`src/rtl/pc_sequencer.sv`:
```
// pc_sequencer: PC select arbitration plus interrupt entry (drain, push return PC, vector, handler).
// Optional interrupt statistics counter enabled by defining PC_SEQ_INT_STATS_EN.
module pc_sequencer #(
    parameter int DRAIN_CYCLES = 3
) (
    input  logic        clk,
    input  logic        reset,
    input  logic [31:0] pc_in,
    input  logic        intr,
    input  logic        stall,
    input  logic        branch_taken,
    input  logic        call_d2e,
    input  logic        push_ack,
    input  logic        ret_done,
    output logic [1:0]  pc_src,
    output logic [1:0]  interrupt_signal,
    output logic [1:0]  first_time_call,
    output logic        flush,
    output logic        push_pc,
    output logic [15:0] push_data,
    output logic        in_handler,
    output logic        int_pending,
    output logic [15:0] int_count
);
    typedef enum logic [2:0] {RUN, DRAIN, PUSH_HI, PUSH_LO, VECTOR, HANDLER} state_t;
    state_t      state;
    logic [31:0] ret_addr;
    logic [2:0]  cnt;
    logic        intr_q, stall_q;
    logic        arb, call, br, st, acc;
    always_comb begin
        arb = state == RUN || state == HANDLER;
        call = arb && call_d2e;
        br = arb && !call_d2e && branch_taken;
        st = arb && !call_d2e && !branch_taken && stall && !stall_q;
        acc = state == RUN && !call_d2e && !branch_taken && !(stall && !stall_q) && int_pending;
    end
    // Outputs are forced low while reset is asserted so the push port drops immediately.
    always_comb begin
        first_time_call = (!reset && call) ? 2'b11 : 2'b00;
        pc_src = reset ? 2'b00 : br ? 2'b01 : st ? 2'b10 : 2'b00;
        flush = !reset && (br || acc || !arb);
        push_pc = !reset && (state == PUSH_HI || state == PUSH_LO);
        push_data = reset ? 16'h0000 : state == PUSH_HI ? ret_addr[31:16] :
                    state == PUSH_LO ? ret_addr[15:0] : 16'h0000;
        interrupt_signal = (!reset && state == VECTOR) ? 2'b11 : 2'b00;
        in_handler = !reset && state == HANDLER;
    end
    always_ff @(posedge clk or posedge reset) begin
        if (reset) begin
            state <= RUN;
            ret_addr <= 32'h0;
            cnt <= 3'd0;
            intr_q <= 1'b0;
            stall_q <= 1'b0;
            int_pending <= 1'b0;
        end else begin
            intr_q <= intr;
            stall_q <= stall;
            int_pending <= (int_pending && !acc) || (intr && !intr_q);
            case (state)
                RUN: if (acc) begin
                    ret_addr <= pc_in;
                    cnt <= 3'(DRAIN_CYCLES - 1);
                    state <= DRAIN;
                end
                DRAIN: if (cnt == 3'd0) state <= PUSH_HI; else cnt <= cnt - 3'd1;
                PUSH_HI: if (push_ack) state <= PUSH_LO;
                PUSH_LO: if (push_ack) state <= VECTOR;
                VECTOR: state <= HANDLER;
                HANDLER: if (ret_done) state <= RUN;
                default: state <= RUN;
            endcase
        end
    end
`ifdef PC_SEQ_INT_STATS_EN
    always_ff @(posedge clk or posedge reset) begin
        if (reset) int_count <= 16'h0000;
        else if (state == PUSH_LO && push_ack && int_count != 16'hFFFF) int_count <= int_count + 16'h0001;
    end
`else
    assign int_count = 16'h0000;
`endif
endmodule

```
`config.mk`:
```
export PLATFORM = sky130hd
export DESIGN_NAME = pc_sequencer
export DESIGN_NICKNAME = d
export VERILOG_FILES = /design/src/rtl/pc_sequencer.sv
export SDC_FILE = /design/constraint.sdc
export NUM_CORES = 1
export LEC_CHECK = 0
export CAP_MARGIN = 15
export CORE_UTILIZATION = 48
export CTS_CLUSTER_DIAMETER = 100
export DETAILED_ROUTE_END_ITERATION = 16
export GPL_TIMING_DRIVEN = 0
export HOLD_SLACK_MARGIN = 0.15
export MAX_ROUTING_LAYER = met4
export PLACE_DENSITY = 0.86
export SKIP_CTS_REPAIR_TIMING = 1
export SYNTH_ARGS = -nofsm -noshare
export SYNTH_HDL_FRONTEND = slang
export SYNTH_SLANG_ARGS = --single-unit
```
`constraint.sdc`:
```
create_clock -name clk -period 4.25 [get_ports clk]
set_input_delay 0.6375 -clock clk [delete_from_list [all_inputs] [get_ports clk]]
set_output_delay 0.6375 -clock clk [all_outputs]
set_load 0.01 [all_outputs]
```
After elaboration in Yosys (flattened, before gate mapping):

Index checks and enable logic that the tools add are counted.

* add/sub/neg operators: 1
* equality and inequality tests: 11
* multiplexer cells: 17
* reductions and logical operators: 37

Operators with widths (number)
* $mux 16: 3
* $mux 3: 7
* $logic_and 1x1->1: 18
* $pmux 3 s6: 1
* $ne 2x2->1 const B: 6
* $mux 2: 5
* $logic_not 1->1: 8
* $eq 3x2->1 const B: 2
* $eq 3x3->1 const B: 2
* $logic_not 3->1: 2
* $pmux 3 s2: 1
* $logic_or 1x1->1: 5
* $reduce_and 5->1: 1
* $eq 3x1->1 const B: 1
* $reduce_and 3->1: 1
* $sub 3x1->3 const B: 1
* $reduce_and 2->1: 1
* $reduce_bool 2->1: 1

* register bits after elaboration: 41
* input bits: 40
* output and inout bits: 42
* logic and storage cells: 72

Depth between registers and ports, before layout:

* word-level depth: 9
* mapped depth: 6
* mapped depth without buffers: 5

Worst setup path before layout:

No wires, ideal clock.

* kind: in2out
* start: in reset
* end: out push_data[10]
* arrival time: 2171 ps
* data required time: 3612 ps
* slack: 1441 ps
* cell stages on the path: 5
* buffers on the path: 2
* cells stage by stage: inv_1 -> nand2b_1 -> clkbuf_1 -> buf_2 -> nor2_1

* longest elaborated chain between the ends: 1

RTL lines
* start: declaration: line 7 `input logic reset,`
* $mux 16: line 44 `push_data = reset ? 16'h0000 : state == PUSH_HI ? ret_addr[31:16] :`
* end: declaration: line 20 `output logic [15:0] push_data,`

No other way between the ends.

Worst setup path after layout:

* start: in reset
* end: out push_data[7]

The elaborated chain is that of the path after synthesis.

==> results.py <==
metrics = {
    "outcome": {
        "status": "finished with violations",
        "violations": "DRC",
    },
    "global_routing": {
        "grt_pass1_vias": 1605,
        "grt_max_degree": 43,
        "grt_overflow": 0,
        "track_usage_pct": 20.2,
        "grt_pass1_wl_mm": 7.43,
        "antenna_found_initial": 0,
    },
    "final_layout": {
        "finish.utilization_pct": 70.8,
        "fillCellCount": 340,
        "final_cells": 327,
        "design_area_mm2": 0.00315,
        "diodes": 0,
        "nets": 316,
        "drive_gt1_share_pct": 26.2,
        "syn_to_final_growth_pct": 39.6,
    },
    "timing": {
        "fin_crit_ns": 3.73,
        "worst_pin_slew_ns": 0.852,
        "max_clock_freq_mhz": 268,
        "hold_viol_final": 0,
        "skew_ns": 0.00594,
        "slew_viol_final": 0,
        "rsz0062_at_grt": "no",
        "relSlewSlack_pct": 43.1,
        "fin_crit_sh_pct": 87.7,
        "setup_viol": 0,
    },
    "clock_network": {
        "insertion_delay_ns": 0.30,
        "cts_buffer_depth": 2,
        "cts_num_sinks": 41,
        "cts.clk_slew.worst_paths_ns": 0.08,
        "cts-root-buf": "clkbuf_8",
        "numCtsBuffers": 5,
        "htreeDepth": 2,
        "cts_tree": "built",
    },
    "power_and_ir_drop": {
        "switchingPower_uw": 613,
        "swShare_pct": 32.1,
        "ir_worst_vdd_mv": 0.345,
        "p_per_area_mw_per_mm2": 607,
        "combPwrFrac_pct": 46.8,
        "clockPowerShare_pct": 17.3,
        "leakage_uw": 0.00152,
        "internal_power_uw": 1300,
        "seqPwrFrac_pct": 36.0,
    },
    "place": {
        "io_buffers": 65,
        "dp_hpwl_mm": 3.27,
        "postPlaceCellArea_mm2": 0.00303,
        "dp.cells": 319,
        "gp_congestion": 0.753,
    },
    "synth": {
        "synth-seq-cells": 41,
        "synth_warnings": 0,
        "synth-edff-count": 0,
        "ys_async_sr_fraction_pct": 100,
        "yosysSeqAreaShare_pct": 45.5,
        "synth_flop_cell": "dfrtp_1",
        "postSynthCellCount": 187,
        "ys_types": 31,
        "syn_avg_cell_area_um2": 12.1,
        "synthesis.area_mm2": 0.00225,
    },
    "route": {
        "viasPerCell": 4.92,
        "wl_per_cell_um": 13.7,
        "vias": 1608,
        "drt_iter0_drc": 61,
        "dr.pass1.iters": 10,
        "drt-total-wl_mm": 4.48,
        "drc_errors": 14,
        "ant_nets": 0,
    },
    "critical_path": {
        "cp_max_fo": 42,
        "cp.arrival_ns": 3.09,
        "start_kind": "input port",
        "critical_path_class": "input port to primary output",
        "r2r_slack_ns": 2.60,
        "cp-end-kind": "primary output",
        "required_ns": 3.61,
    },
    "floorplan": {
        "die_x_um": 70.5,
        "die_h_um": 70.5,
        "row_count": 24,
        "dieArea_mm2": 0.00497,
        "design.core.area_mm2": 0.00444,
        "num_io_pins": 82,
        "initial_core_util_pct": 50.7,
    },
    "flow_run": {
        "drv_cap": 0,
    },
    "worst_hold_path": {
        "hp-class": "flop to flop",
    },
}
==> Yosys cell counts, types with 3 or more instances <==
master | n | area, um^2
nand3_1 | 3 | 15.0
buf_4 | 18 | 135
dfrtp_1 | 41 | 1030
buf_2 | 5 | 25.0
buf_6 | 3 | 33.8
mux2_4 | 27 | 405
inv_1 | 8 | 30.0
nand2b_1 | 6 | 37.5
mux2_2 | 5 | 56.3
nand2_1 | 6 | 22.5
nor2_1 | 21 | 78.8
o21ai_0 | 4 | 20.0
mux2i_1 | 16 | 160
==> path summary, 6_finish.rpt <==
path	startpoint	end	depth (start not counted)
max	reset	push_data[7]	7
min	intr_q$_DFF_PP0_	int_pending$_DFF_PP0_	1
max reg2reg	state[0]$_DFFE_PP0P_	ret_addr[20]$_DFFE_PP0P_	5
min reg2reg	intr_q$_DFF_PP0_	int_pending$_DFF_PP0_	1
max in group asynchronous	reset	ret_addr[20]$_DFFE_PP0P_	2
min in group asynchronous	reset	ret_addr[7]$_DFFE_PP0P_	2
==> state kept, by name, indices dropped and copies added, names as in the netlist <==
signal	flops
intr_q	1
stall_q	1
cnt	3
state	3
int_pending	1
ret_addr	32
==> per-stage QoR <==
stage	power (uW)	setup slack, ns	TNS, ns	hold slack [ns]
after CTS	1920	0.454	0	0.437
after floorplan	1320	1.44	0	0.400
after global placement	1550	-0.0303	-0.0565	0.403
final	1910	0.522	0	0.430
after detailed placement	1590	0.479	0	0.427
after global routing	2030	0.260	0	0.459
==> routing by layer <==
metal / vias up / GRT usage (%) / wire [um]
met4: 0 / 8.39 / 107
met3: 11 / 4.76 / 287
met1: 750 / 24.6 / 2010
li1: 776 / - / -
met2: 71 / 32.4 / 2080
met5: - / - / 0
==> logic make-up after synthesis <==
family | Yosys count | synth area share (%)
AOI/OAI and AO/OA | 14 | 4.44
adders and majority gates | 2 | 1.11
buffers and inverters | 36 | 10.3
DFF | 41 | 45.5
muxes | 48 | 27.6
other | 1 | 0.166
and+or+nand+nor | 45 | 10.9
==> critical path, cell delays in order <==
cell,delay [ns]
clkdlybuf4s50_1,0.49
inv_2,0.66
nand2b_1,0.10
clkbuf_1,0.24
buf_2,0.25
nor2_1,0.14
clkdlybuf4s50_1,0.56
==> cells in the final DEF, fill, tap and decap left out <==
cell,n
nand2_1,6
nor4b_1,1
or2_2,1
clkbuf_1,2
clkbuf_8,6
bufinv_16,1
nand3_1,3
nand2b_1,6
mux2_2,5
buf_2,5
clkinvlp_4,1
a2111o_1,1
nor4bb_1,1
mux2i_1,16
a31o_2,2
nor3b_1,2
nand3b_1,1
a311oi_1,1
nor3_4,1
nand4_4,1
a221oi_1,1
inv_1,7
buf_6,3
nor2_1,21
buf_4,18
ha_1,2
mux2_4,27
o21ai_0,4
a211o_1,2
a31oi_1,1
conb_1,16
clkdlybuf4s50_1,65
nor4_1,1
a21oi_1,2
dfrtp_1,41
inv_2,1
==> area by class of cell <==
class | count | area, um^2 | share of cell area [%]
buffer | 28 | 201 | 6.40
clock buffer | 6 | 82.6 | 2.63
clock inverter | 2 | 37.5 | 1.19
inverter | 8 | 30.0 | 0.955
multi-input combinational | 125 | 1050 | 33.5
sequential | 41 | 1030 | 32.6
tap | 52 | 65.1 | 2.07
timing repair buffer | 65 | 651 | 20.7
==> power groups by stage <==
stage          Clock [uW]  Combinational (uW)  Sequential, uW
2_1_floorplan           0                 662             656
3_3_place_gp            0                 868             681
3_5_place_dp            0                 896             691
4_1_cts               335                 900             686
5_1_grt               353                 972             708
6_report              330                 893             688
Note: power is estimated with default switching activity, not from simulation.
